[src/rtl/ipid_pkg.sv]
// Shared IPID link constants, collector state encoding and chunk-insert helper.
// Used by both the chunk serializer and the receive-side collector.
package ipid_pkg;

  localparam int IPID_W       = 256;
  localparam int IPID_CHUNK_W = 16;
  localparam int IPID_CHUNKS  = 16;

  localparam logic [IPID_CHUNK_W-1:0] IPID_START_WORD = 16'h7A7A;
  localparam logic [IPID_CHUNK_W-1:0] IPID_STOP_WORD  = 16'hB9B9;

  // Index of the final payload chunk; the counter saturates here.
  localparam logic [3:0] IPID_LAST_CNT = 4'(IPID_CHUNKS - 1);

  typedef enum logic [2:0] {
    ST_IDLE    = 3'd0,
    ST_PAYLOAD = 3'd1,
    ST_STOP    = 3'd2,
    ST_DONE    = 3'd3,
    ST_ERROR   = 3'd4
  } ipid_col_state_t;

  function automatic logic [IPID_W-1:0] ipid_put_chunk(
    input logic [IPID_W-1:0]       shadow,
    input logic [3:0]              idx,
    input logic [IPID_CHUNK_W-1:0] chunk
  );
    logic [IPID_W-1:0] r;
    r = shadow;
    r[IPID_CHUNK_W*idx +: IPID_CHUNK_W] = chunk;
    return r;
  endfunction

endpackage

[src/rtl/ipid_collect.sv]
// Reassembles the framed 16-bit IPID chunk stream into 256 bits; result visible 18 cycles after the start word.
// No backpressure: the stream must be gap-free, gaps/bad stop raise frame_err until clear. IPID_MATCH_EN adds golden compare.
module ipid_collect
  import ipid_pkg::*;
(
  input  logic                    clk,
  input  logic                    rst,
  input  logic                    valid_in,
  input  logic [IPID_CHUNK_W-1:0] chunk_in,
  input  logic                    clear,
`ifdef IPID_MATCH_EN
  input  logic [IPID_W-1:0]       ipid_golden,
  output logic                    match,
`endif
  output logic [IPID_W-1:0]       ipid_out,
  output logic                    ipid_valid,
  output logic                    frame_err,
  output logic                    busy
);

  ipid_col_state_t state_q, state_d;

  logic [3:0]        cnt_q, cnt_d;
  logic [IPID_W-1:0] shadow_q, shadow_d;
  logic [IPID_W-1:0] ipid_out_q, ipid_out_d;
  logic              ipid_valid_q, ipid_valid_d;
  logic              frame_err_q, frame_err_d;
  logic              busy_q, busy_d;

  logic start_hit;
  logic stop_hit;

  assign start_hit = valid_in && (chunk_in == IPID_START_WORD);
  assign stop_hit  = valid_in && (chunk_in == IPID_STOP_WORD);

  always_ff @(posedge clk or negedge rst) begin
    if (!rst) begin
      state_q <= ST_IDLE;
    end else begin
      state_q <= state_d;
    end
  end

  // clear overrides every input event, including a start word seen in IDLE.
  always_comb begin
    state_d = state_q;
    if (clear) begin
      state_d = ST_IDLE;
    end else begin
      case (state_q)
        ST_IDLE: begin
          if (start_hit) state_d = ST_PAYLOAD;
        end
        ST_PAYLOAD: begin
          if (!valid_in)                  state_d = ST_ERROR;
          else if (cnt_q == IPID_LAST_CNT) state_d = ST_STOP;
        end
        ST_STOP: begin
          state_d = stop_hit ? ST_DONE : ST_ERROR;
        end
        ST_DONE:  state_d = ST_DONE;
        ST_ERROR: state_d = ST_ERROR;
        default:  state_d = ST_IDLE;
      endcase
    end
  end

  always_comb begin
    ipid_valid_d = (state_d == ST_DONE);
    frame_err_d  = (state_d == ST_ERROR);
    busy_d       = (state_d == ST_PAYLOAD) || (state_d == ST_STOP);
  end

  // Payload lands in a shadow so ipid_out only ever changes on a good stop word.
  always_comb begin
    cnt_d      = cnt_q;
    shadow_d   = shadow_q;
    ipid_out_d = ipid_out_q;
    if (clear) begin
      cnt_d    = '0;
      shadow_d = '0;
    end else begin
      case (state_q)
        ST_IDLE: begin
          if (start_hit) cnt_d = '0;
        end
        ST_PAYLOAD: begin
          if (valid_in) begin
            shadow_d = ipid_put_chunk(shadow_q, cnt_q, chunk_in);
            if (cnt_q != IPID_LAST_CNT) cnt_d = cnt_q + 4'd1;
          end
        end
        ST_STOP: begin
          if (stop_hit) ipid_out_d = shadow_q;
        end
        default: begin
        end
      endcase
    end
  end

  always_ff @(posedge clk or negedge rst) begin
    if (!rst) begin
      cnt_q        <= '0;
      shadow_q     <= '0;
      ipid_out_q   <= '0;
      ipid_valid_q <= 1'b0;
      frame_err_q  <= 1'b0;
      busy_q       <= 1'b0;
    end else begin
      cnt_q        <= cnt_d;
      shadow_q     <= shadow_d;
      ipid_out_q   <= ipid_out_d;
      ipid_valid_q <= ipid_valid_d;
      frame_err_q  <= frame_err_d;
      busy_q       <= busy_d;
    end
  end

  assign ipid_out   = ipid_out_q;
  assign ipid_valid = ipid_valid_q;
  assign frame_err  = frame_err_q;
  assign busy       = busy_q;

`ifdef IPID_MATCH_EN
  logic match_q, match_d;

  // Compared against the shadow on the capture cycle so match lines up with ipid_valid.
  always_comb begin
    match_d = match_q;
    if (clear) begin
      match_d = 1'b0;
    end else if ((state_q == ST_STOP) && stop_hit) begin
      match_d = (shadow_q == ipid_golden);
    end
  end

  always_ff @(posedge clk or negedge rst) begin
    if (!rst) begin
      match_q <= 1'b0;
    end else begin
      match_q <= match_d;
    end
  end

  assign match = match_q;
`endif

endmodule

[config.mk]
export PLATFORM = sky130hd
export DESIGN_NAME = ipid_collect
export DESIGN_NICKNAME = d
export VERILOG_FILES = /design/src/rtl/ipid_pkg.sv /design/src/rtl/ipid_collect.sv
export SDC_FILE = /design/constraint.sdc
export NUM_CORES = 1
export LEC_CHECK = 0
export CORE_ASPECT_RATIO = 1.25
export CORE_MARGIN = 5
export CORE_UTILIZATION = 54
export DETAILED_ROUTE_END_ITERATION = 10
export PLACE_DENSITY = 0.83
export SYNTH_ARGS = -nofsm -noshare
export SYNTH_HDL_FRONTEND = slang
export SYNTH_SLANG_ARGS = --single-unit
[constraint.sdc]
create_clock -name clk -period 2.6 [get_ports clk]
set_input_delay 0.26 -clock clk [delete_from_list [all_inputs] [get_ports clk]]
set_output_delay 0.26 -clock clk [all_outputs]
set_load 0.01 [all_outputs]
==> impl_summary.log <==
[metrics] result of the run: complete, no violations
[metrics] clock slew seen by the registers of the worst setup and hold paths: about 0.060 ns
[metrics] Max Root-Sink Buffers: 3
[metrics] final number of max-transition violations: 0
[metrics] share of synthesized flip-flops with an asynchronous set or reset: 1.00
[metrics] power density over the cells: 633 nW/µm²
[metrics] number of antenna violations at the first check in global routing: 0
[metrics] Worst path top cell family by delay: simple AND/OR/NAND/NOR gates
[metrics] utilization of the core after routing: 0.693
[metrics] number of placed instances, taps included: 2100
[metrics] register-to-register path setup slack: 0.11 ns
[metrics] synthesized area per cell: 14.7 µm²
[metrics] final worst path period need: 2.49 ns
[metrics] number of nets with antenna violations after routing: 0
[metrics] part of the Yosys area used for sequential elements: 0.654
[metrics] number of standard-cell rows in the floorplan: 78
[metrics] post-detailed-placement half-perimeter wirelength: approximately 35000 µm
[metrics] worst hold start: clear
[metrics] Die X-Extent: 182 µm
[metrics] number of global-route vias before repair: 13900
[metrics] Hold Path End: cnt_q[2]$_DFFE_PN0P_
[metrics] number of clock buffers inserted by TritonCTS: 48
[metrics] number of cells traversed by the worst hold path: 2
[metrics] Post-Syn Instances: 1364
[metrics] vertical die dimension: 225 µm
[metrics] post-layout instance count excluding filler cells: approximately 2200
[metrics] fraction of layout cells with a size suffix above 1: 0.116
[metrics] antenna cell count: 0
[metrics] Highest Clock Rate: 402 MHz
[metrics] TritonCTS clock tree: built
[metrics] Starting DRT DRC Count: 1016
[metrics] total grt overflow: 0
[metrics] Synth Register Bits: 522
[metrics] Clock Tree Root: clkbuf_16
[metrics] setup violators final: 0
[metrics] crit path cell chain: inv_1 > ha_1 > nor2_1 > nand2_1 > nor2_1 > a22o_1
[metrics] Reg-to-Reg Start: cnt_q[1]$_DFFE_PN0P_
[metrics] gp weighted congestion: around 0.84
[metrics] # Post-CTS Setup Buffers: 0
[metrics] critical-path cell with the highest stage delay: dfrtp_1
[metrics] worst hold-check path type: input pin to flop
[metrics] clock latency on the worst-skew pair: 0.57 ns
[metrics] number of clock sinks: 522
[metrics] synth unique cells: 56
[metrics] placed cell area: 23500 µm²
[metrics] leakage power figure: roughly 12 nW
[metrics] category of the worst setup path capture point: flop
[metrics] first drt pass iteration count: 6
[metrics] maximum fanout encountered on the critical timing path: 16
[metrics] most used cell along the critical path: nor2_1
[metrics] Total Routing Usage GR: 0.255
[metrics] area enclosed by the die boundary: slightly above 40000 µm²
[metrics] DRC violations left: 0
[metrics] nets in the synthesized netlist: 1389
[metrics] first-pass GRT wire length: ~80000 µm
[metrics] launch point of the worst path: cnt_q[1]$_DFFE_PN0P_
[metrics] count of flip-flops with a built-in enable after synthesis: 0
[metrics] Port Buf Inserts: 278
[metrics] Cell Area, Synth: 20000 µm²
[metrics] worst reg-to-reg path cell count: 6
[metrics] setup repair after global routing missed its margin: no
[metrics] buffering stage count on the worst path with inverters included: 1
[metrics] critical path class: flop to flop
[metrics] Fin Hold WS: 0.211 ns
[metrics] fin crit share: 0.957
[metrics] num ports: 279
[metrics] max-cap check violation count: 0
[metrics] routed length per instance: 24.1 µm
[metrics] delay of the slowest cell on the worst path: 0.51 ns
[metrics] vias after detailed routing: 13100
[metrics] summed negative setup slack over all endpoints: 0 ns
[metrics] Slew Limit Headroom: 0.325
[metrics] Worst EP required: 3.10 ns
[metrics] capture point of the worst reg-to-reg path: shadow_q[243]$_DFFE_PN0P_
[metrics] maximum number of pins on one net before global-route repair: 86
[metrics] number of nets in the finished design: 1696
[metrics] data arrival at the endpoint of the critical path: between 2 and 3 ns
[metrics] maximum resistive drop on vdd: around 0.00046 V
[metrics] total count of hold-check failures in the final report: 0
[metrics] cell area after layout: 25200 µm²
[metrics] YS warnings: 0
[metrics] core footprint: 36400 µm²
[metrics] Critical Path Source Type: flop
[metrics] worst-case clock skew: ~0.022 ns
[metrics] CTS H-tree depth: 2
[metrics] synthesis-to-layout area growth: 26.2%
[metrics] starting density of the core: 0.549
[metrics] wire length reported by the detailed router: 52900 µm
[metrics] most used flip-flop cell after synthesis: dfrtp_1
[metrics] measured slew at the worst slew-check pin: 1.01 ns
[metrics] via/cell ratio: 5.97
-- cells by family (layout without fill, tap and decap cells) --
kind of cell / after synthesis / count (layout) / share of synthesized area
buffers and inverters: 101 / 448 / 0.0306
flip-flops: 522 / 522 / 0.654
multiplexers: 258 / 258 / 0.145
AO/OA/AOI/OAI: 295 / 295 / 0.120
AND/OR/NAND/NOR: 181 / 181 / 0.0464
adder cells (fa/ha/maj): 5 / 5 / 0.00313
XOR/XNOR: 2 / 2 / 0.00125
-- layout by cell type, fill, tap and decap left out, drive strengths merged, types with 5 or more instances in the layout --
master and instances:
dfrtp 522, clkdlybuf4s50 276, mux2 256, a22o 169, nand2 74, buf 74
clkbuf 70, o21ai 50, o2bb2ai 32, nor2 32, a21oi 21, nand3b 18
and2 16, inv 10, clkinv 9, nand2b 7, nand3 7, nor2b 6
a32o 6, ha 5, bufinv 5
-- cells in the mapped netlist (2+ instances only) --
| library cell | n | area share |
|---|---|---|
| buf_4 | 7 | 0.0026 |
| a31oi_2 | 2 | 0.0013 |
| nand2b_1 | 7 | 0.0022 |
| mux2i_1 | 2 | 0.0010 |
| nor2_2 | 2 | 0.00063 |
| a31oi_1 | 2 | 0.00063 |
| a21oi_2 | 13 | 0.0057 |
| ha_1 | 5 | 0.0031 |
| o21ai_0 | 49 | 0.012 |
| mux2_2 | 16 | 0.0090 |
| a22o_1 | 169 | 0.074 |
| mux2_1 | 240 | 0.14 |
| o2111ai_1 | 2 | 0.00088 |
| o21a_1 | 2 | 0.00075 |
| clkbuf_1 | 24 | 0.0045 |
| buf_1 | 14 | 0.0026 |
| nand4_1 | 4 | 0.0013 |
| o2bb2ai_1 | 32 | 0.014 |
| a41oi_2 | 2 | 0.0016 |
| nand2_1 | 74 | 0.014 |
| buf_2 | 25 | 0.0063 |
| a32o_1 | 6 | 0.0030 |
| and2_1 | 15 | 0.0047 |
| nor2b_1 | 6 | 0.0019 |
| a21oi_1 | 8 | 0.0020 |
| nand3b_1 | 18 | 0.0068 |
| nand3_1 | 7 | 0.0018 |
| o2111a_1 | 2 | 0.0011 |
| dfrtp_1 | 522 | 0.65 |
| nor3_1 | 3 | 0.00075 |
| buf_6 | 23 | 0.013 |
| inv_1 | 7 | 0.0013 |
| nand4bb_1 | 2 | 0.0011 |
| nor2_1 | 30 | 0.0056 |
-- worst register-to-register path, cell delays in order (launching register included) --
cell and delay, ns:
dfrtp_1 0.51, inv_1 0.12, ha_1 0.37, nor2_1 0.27, nand2_1 0.50, nor2_1 0.45
a22o_1 0.22
-- worst max path at each step --
stage / to / slack [ns] / cells past startpoint
6_report: shadow_q[243]$_DFFE_PN0P_ / 0.11 / 6
5_1_grt: shadow_q[249]$_DFFE_PN0P_ / 0.01 / 6
4_1_cts: shadow_q[209]$_DFFE_PN0P_ / 0.08 / 6
3_5_place_dp: shadow_q[251]$_DFFE_PN0P_ / 0.06 / 6
3_3_place_gp: shadow_q[50]$_DFFE_PN0P_ / 0.16 / 6
2_1_floorplan: shadow_q[182]$_DFFE_PN0P_ / 0.24 / 8
-- metal layers --
metal,global-route usage,part of all wire,up-vias
li1,-,-,5566
met1,0.333,0.40,6817
met2,0.429,0.50,567
met3,0.0449,0.061,130
met4,0.101,0.043,0
met5,0,0,-
-- where the power goes --
part	switching [mW]	total, mW	leakage, nW	internal, mW
registers	0.00000112	8.12	7.30	8.12
logic	0.300	0.403	4.11	0.103
clock network	3.06	7.43	0.833	4.37
total	3.36	16.0	12.2	12.6
-- cell type report --
cell class,instances,area [µm²]
Inverter,7,26.3
Multi-Input combinational cell,741,6350
Tap cell,480,601
Clock buffer,70,1450
Sequential cell,522,13100
Fill cell,2403,11200
Clock inverter,20,244
Timing Repair Buffer,351,3480
-- sequential cells by signal (all words and copies together), names as in the netlist --
name and cells:
ipid_out 256, frame_err 1, ipid_valid 1, busy 1, cnt_q 4, state_q 3, shadow_q 256
-- metrics by stage --
| stage | setup slack (ns) | total power, mW |
|---|---|---|
| floorplan | 0.236 | 8.36 |
| global placement | 0.157 | 8.67 |
| detailed placement | 0.0567 | 8.68 |
| CTS | 0.0794 | 16.0 |
| global route | 0.0103 | 16.4 |
| finish | 0.113 | 16.0 |
-- timing repair --
item | 4_1_cts | 5_1_grt
gates resized for setup | 0 | 6
hold buffers | 1 | 0
endpoints found under the hold margin | 40 | 0
setup endpoints to repair | 0 | 42
Note: power is estimated with default switching activity, not from simulation.
